`src/rtl/fifo_ctrl_occ_if.sv`:
```
// rtl/fifo_ctrl_occ_if.sv - user request / RAM control bundle for the FIFO pointer controller
interface fifo_ctrl_occ_if #(
  parameter int ADDR_W = 4
);
  logic              read;
  logic              write;
  logic              clr_err;
  logic              wr_en;
  logic              rd_en;
  logic [ADDR_W-1:0] writeAddr;
  logic [ADDR_W-1:0] readAddr;
  logic [ADDR_W:0]   count;
  logic              empty;
  logic              full;
  logic              almost_empty;
  logic              almost_full;
  logic              overflow;
  logic              underflow;

  modport master (
    output read, write, clr_err,
    input  wr_en, rd_en, writeAddr, readAddr, count,
    input  empty, full, almost_empty, almost_full, overflow, underflow
  );

  modport slave (
    input  read, write, clr_err,
    output wr_en, rd_en, writeAddr, readAddr, count,
    output empty, full, almost_empty, almost_full, overflow, underflow
  );
endinterface

```
`src/rtl/fifo_ctrl_occ.sv`:
```
// rtl/fifo_ctrl_occ.sv - full-capacity FIFO pointer/flag controller with occupancy and sticky errors
module fifo_ctrl_occ #(
  parameter int ADDR_W = 4,
  parameter int AF_LVL = 14,
  parameter int AE_LVL = 2
) (
  input  logic clk,
  input  logic reset,
  fifo_ctrl_occ_if.slave bus
);
  localparam logic [ADDR_W:0] ONE_C   = {{ADDR_W{1'b0}}, 1'b1};
  localparam logic [ADDR_W:0] DEPTH_C = {1'b1, {ADDR_W{1'b0}}};
  localparam logic [ADDR_W:0] AF_C    = AF_LVL[ADDR_W:0];
  localparam logic [ADDR_W:0] AE_C    = AE_LVL[ADDR_W:0];

  logic [ADDR_W:0] wr_ptr_q, wr_ptr_d;
  logic [ADDR_W:0] rd_ptr_q, rd_ptr_d;
  logic [ADDR_W:0] count_q, count_d;
  logic            empty_q, full_q, almost_empty_q, almost_full_q;
  logic            overflow_q, overflow_d;
  logic            underflow_q, underflow_d;
  logic            wr_acc, rd_acc;

  assign wr_acc = bus.write & ~full_q;
  assign rd_acc = bus.read & ~empty_q;

  always_comb begin
    wr_ptr_d = wr_ptr_q;
    rd_ptr_d = rd_ptr_q;
    count_d  = count_q;
    if (wr_acc) wr_ptr_d = wr_ptr_q + ONE_C;
    if (rd_acc) rd_ptr_d = rd_ptr_q + ONE_C;
    if (wr_acc & ~rd_acc) begin
      count_d = count_q + ONE_C;
    end else if (rd_acc & ~wr_acc) begin
      count_d = count_q - ONE_C;
    end
    // A new error on this edge outranks a simultaneous clear.
    overflow_d  = (bus.write & full_q) | (overflow_q & ~bus.clr_err);
    underflow_d = (bus.read & empty_q) | (underflow_q & ~bus.clr_err);
  end

  always_ff @(posedge clk or posedge reset) begin
    if (reset) begin
      wr_ptr_q       <= '0;
      rd_ptr_q       <= '0;
      count_q        <= '0;
      empty_q        <= 1'b1;
      full_q         <= 1'b0;
      almost_empty_q <= 1'b1;
      almost_full_q  <= 1'b0;
      overflow_q     <= 1'b0;
      underflow_q    <= 1'b0;
    end else begin
      wr_ptr_q       <= wr_ptr_d;
      rd_ptr_q       <= rd_ptr_d;
      count_q        <= count_d;
      empty_q        <= (count_d == '0);
      full_q         <= (count_d == DEPTH_C);
      almost_empty_q <= (count_d <= AE_C);
      almost_full_q  <= (count_d >= AF_C);
      overflow_q     <= overflow_d;
      underflow_q    <= underflow_d;
    end
  end

  assign bus.wr_en        = wr_acc;
  assign bus.rd_en        = rd_acc;
  assign bus.writeAddr    = wr_ptr_q[ADDR_W-1:0];
  assign bus.readAddr     = rd_ptr_q[ADDR_W-1:0];
  assign bus.count        = count_q;
  assign bus.empty        = empty_q;
  assign bus.full         = full_q;
  assign bus.almost_empty = almost_empty_q;
  assign bus.almost_full  = almost_full_q;
  assign bus.overflow     = overflow_q;
  assign bus.underflow    = underflow_q;
endmodule

```
`src/flat_wrapper.sv`:
```
// flat-port wrapper written by rule: the top's interface ports become plain ports
module fifo_ctrl_occ_flat 
#(
  parameter int ADDR_W = 4,
  parameter int AF_LVL = 14,
  parameter int AE_LVL = 2
)
  (clk, reset, bus_read, bus_write, bus_clr_err, bus_wr_en, bus_rd_en, bus_writeAddr, bus_readAddr, bus_count, bus_empty, bus_full, bus_almost_empty, bus_almost_full, bus_overflow, bus_underflow);
  fifo_ctrl_occ_if #(.ADDR_W(ADDR_W)) bus_i ();
  input  logic clk;
  input  logic reset;
  input wire logic [$bits(bus_i.read)-1:0] bus_read;
  input wire logic [$bits(bus_i.write)-1:0] bus_write;
  input wire logic [$bits(bus_i.clr_err)-1:0] bus_clr_err;
  output wire logic [$bits(bus_i.wr_en)-1:0] bus_wr_en;
  output wire logic [$bits(bus_i.rd_en)-1:0] bus_rd_en;
  output wire logic [$bits(bus_i.writeAddr)-1:0] bus_writeAddr;
  output wire logic [$bits(bus_i.readAddr)-1:0] bus_readAddr;
  output wire logic [$bits(bus_i.count)-1:0] bus_count;
  output wire logic [$bits(bus_i.empty)-1:0] bus_empty;
  output wire logic [$bits(bus_i.full)-1:0] bus_full;
  output wire logic [$bits(bus_i.almost_empty)-1:0] bus_almost_empty;
  output wire logic [$bits(bus_i.almost_full)-1:0] bus_almost_full;
  output wire logic [$bits(bus_i.overflow)-1:0] bus_overflow;
  output wire logic [$bits(bus_i.underflow)-1:0] bus_underflow;
  assign bus_i.read = bus_read;
  assign bus_i.write = bus_write;
  assign bus_i.clr_err = bus_clr_err;
  assign bus_wr_en = bus_i.wr_en;
  assign bus_rd_en = bus_i.rd_en;
  assign bus_writeAddr = bus_i.writeAddr;
  assign bus_readAddr = bus_i.readAddr;
  assign bus_count = bus_i.count;
  assign bus_empty = bus_i.empty;
  assign bus_full = bus_i.full;
  assign bus_almost_empty = bus_i.almost_empty;
  assign bus_almost_full = bus_i.almost_full;
  assign bus_overflow = bus_i.overflow;
  assign bus_underflow = bus_i.underflow;
  fifo_ctrl_occ #(.ADDR_W(ADDR_W), .AF_LVL(AF_LVL), .AE_LVL(AE_LVL)) u_core (.clk(clk), .reset(reset), .bus(bus_i));
endmodule
```
`config.mk`:
```
export PLATFORM = sky130hd
export DESIGN_NAME = fifo_ctrl_occ_flat
export DESIGN_NICKNAME = d
export VERILOG_FILES = /design/src/rtl/fifo_ctrl_occ_if.sv /design/src/rtl/fifo_ctrl_occ.sv /design/src/flat_wrapper.sv
export SDC_FILE = /design/constraint.sdc
export NUM_CORES = 1
export LEC_CHECK = 0
export BUFFER_PORTS_ARGS = -buffer_cell sky130_fd_sc_hd__buf_2
export CORE_ASPECT_RATIO = 1.4
export CORE_MARGIN = 2
export CORE_UTILIZATION = 45
export DETAILED_ROUTE_END_ITERATION = 8
export PLACE_DENSITY = 0.73
export RECOVER_POWER = 25
export SKIP_LAST_GASP = 1
export SLEW_MARGIN = 20
export SYNTH_ARGS = -nofsm -noshare
export SYNTH_HDL_FRONTEND = slang
export SYNTH_SLANG_ARGS = --single-unit
```
`constraint.sdc`:
```
create_clock -name clk -period 1.61 [get_ports clk]
set_input_delay 0.2415 -clock clk [delete_from_list [all_inputs] [get_ports clk]]
set_output_delay 0.2415 -clock clk [all_outputs]
set_load 0.03 [all_outputs]
```
==> summary.md <==
| Metric | Value |
|---|---|
| Min-delay src | bus_clr_err |
| Number of buffers created by CTS | 3 |
| Most common cell after layout, fill and taps aside | buf_2 |
| Final hold violation count | 0 |
| DR vias/cell | just over 5 |
| Io pins | 26 |
| DPL Wire Length | around 1300 um |
| RSZ-0062 raised after global routing | yes |
| P&R area growth vs syn | 40.0% |
| Most frequent cells in the layout | buf_2, buf_4, dfrtp_1 |
| Async SR Flop Fraction | 100% |
| Failing checks | negative setup slack |
| Kind of critical path | reg2reg |
| Top Metal Used | met4 |
| Synthesized Nets | just over 90 |
| Top_reg_cell synth | dfrtp_1 |
| Initial antenna violation count | 0 |
| WL final | 2090 um |
| Max-cap violations | 0 |
| Core Area | roughly 2000 sq um |
| Distinct cells, synth | 29 |
| Fin area | 1360 sq um |
| Pwr Density | about 2300 nW/um^2 |
| Final worst slack | -48.8 ps |
| Critical Path AT | around 1900 ps |
| GPL Wtd Cong | 0.732 |
| Root Buffer | clkbuf_4 |
| Die Y-Extent | around 59 um |
| DR pass1 iterations | 5 |
| Tot Pwr | between 0.003 and 0.004 W |
| Worst path required time | 1820 ps |
| Remaining antenna violation count | 0 |
| Critical Path Start | u_core.bus.count[1]$_DFF_PP0_ |
| R2R depth | 7 |
| Crit. End Element | register |
| R2R Path Start | u_core.bus.count[1]$_DFF_PP0_ |
| Number of diodes | 0 |
| NumNets Final | 140 |
| LEAKAGE | about 0.65 nW |
| DRT iter0 DRCs | 5 |
| Ys Warns | 0 |
| Worst-Skew Late Latency | 300 ps |
| Seq cells post-synth | 19 |
| Met3 WL | about 90 um |
| Sink of the worst hold path | u_core.bus.overflow$_DFF_PP0_ |
| Wire length per cell | ~14 um |
| Worst slew margin | about 68% |
| CTS tree | yes |
| Port Buffer Count | 25 |
| H-Tree Depth | 1 |
| Fmax | approximately 600 MHz |
| Max VDD drop | between 0.001 and 0.0015 V |
| Total number of vias | ~760 |
| Slew Viols, Final | 0 |
| Mapped Cells | between 80 and 90 |
| Drt drc | 0 |
| Post-synth EDFFs | 0 |
| Worst Setup Start Kind | register |
| Hold crit path type | in2reg |
| Met2 wire length | 1140 um |
| Row count | 19 |
| Avg Inst Size Synth | ~12 sq um |
| Die area | between 2000 and 3000 sq um |
| Global-route usage over all layers | roughly 18% |
| Final setup violation count | 4 |
| Die X | between 40 and 50 um |
| Layout cells sized above 1 | 56.2% |
| Number of global-route vias before repair | about 730 |
| Hold path depth | 2 |
| R2R setup slack | -50 ps |
| Synthesized area | around 1000 sq um |
| Part of the cycle the worst path needs | 103% |
| Worst Max-Slew Pin Slew | 484 ps |
| Worst-path clk slew | 110 ps |
| CTS sink cnt | 19 |
| Status | complete, but fails checks |
| GRT overflow | 0 |
| Final Skew | 3.14 ps |
| Reg2reg end | u_core.bus.almost_empty$_DFF_PP1_ |
| Largest net degree at the start of global routing | 20 |
| Initial Utilization | between 40% and 50% |
| CTS max path bufs | 2 |
| Sequential cell area fraction in the yosys report | a little under 50% |
| Post-place instance area | roughly 1100 sq um |
| Min Clock Period, post-route | approximately 1700 ps |
| M1 wire length | about 830 um |
| First-pass GRT wire length | roughly 3400 um |
| Peak fanout along the critical path | 5 |
-- worst max path at each step --
stage          slack, ps  cells past startpoint                                end
2_1_floorplan        -50                      6  u_core.bus.almost_empty$_DFF_PP1_
3_3_place_gp          -5                      5  u_core.bus.almost_empty$_DFF_PP1_
3_5_place_dp         -20                      5  u_core.bus.almost_empty$_DFF_PP1_
4_1_cts              -10                      6          u_core.bus.full$_DFF_PP0_
5_1_grt             -130                      7  u_core.bus.almost_empty$_DFF_PP1_
6_report             -50                      7  u_core.bus.almost_empty$_DFF_PP1_
-- report_power, final --
part           switching, W  total (W)  internal, W
logic               0.00117    0.00192     0.000749
registers          0.000198   0.000907     0.000709
clock network      0.000149   0.000241    0.0000926
total               0.00151    0.00307      0.00155
-- through the flow --
stage	setup TNS [ps]	hold WS [ps]	utilization, %	worst slack (ps)	instances
after floorplan	-75.3	191	-	-52.5	83
after global placement	-5.10	267	57.3	-5.10	131
after detailed placement	-16.3	273	57.3	-16.3	131
after CTS	-34.5	118	66.2	-13.1	147
after global routing	-536	121	68.2	-130	151
final	-117	122	68.2	-48.8	151
-- cell usage after synthesis (2+ instances only) --
cell type,count,area (sq um)
nor4_1,3,18.8
nand2b_4,2,27.5
dfstp_2,2,52.6
nor2_1,3,11.3
inv_1,6,22.5
nand2_1,12,45.0
o21ai_0,4,20.0
dfrtp_1,17,425
nand3_1,2,10.0
xnor2_2,2,32.5
xnor2_1,7,61.3
ha_1,4,50.1
nand4_1,3,18.8
-- what timing repair did --
item | in CTS | in global routing
gates cloned | 0 | 0
resized for setup | 10 | 2
setup endpoints to repair | 1 | 5
pin swaps | 7 | 0
buffers inserted | 11 | 4
hold buffers | 1 | 0
endpoints found under the hold margin | 17 | 0
-- critical path, cell delays in order (launching register included) --
cell and delay, ps:
dfrtp_1 460, inv_1 110, ha_2 220, nand4_1 150, o21ai_4 100, xnor2_2 140, inv_2 90, a2111oi_4 310
-- cell families after synthesis --
kind of cell | Yosys count | share of synthesized area [%]
buf+inv | 9 | 6.18
compound gates | 12 | 10.4
xor+xnor | 10 | 11.3
flops | 19 | 49.2
fa+ha+maj | 4 | 5.15
simple gates | 29 | 17.8
-- registers in the layout, indices dropped and copies added (netlist names) --
signal	count
u_core.bus.almost_empty	1
u_core.bus.almost_full	1
u_core.bus.count	5
u_core.bus.empty	1
u_core.bus.full	1
u_core.bus.overflow	1
u_core.bus.underflow	1
u_core.rd_ptr_q	4
u_core.wr_ptr_q	4
-- routing by layer --
metal | vias to the layer above | track usage (%)
li1 | 372 | -
met2 | 19 | 30.5
met4 | 0 | 7.79
met1 | 367 | 22.0
met3 | 4 | 2.44
met5 | - | 0
-- layout make-up --
cell class	instances	area [sq um]
fillers	156	636
multi-input cells	55	510
flip-flops and latches	19	480
repair buffers	44	272
inverters	8	45.0
well taps	21	26.3
clock buffers	3	22.5
clock inverters	1	5.00
No activity file was read; power rests on OpenSTA's default activity.
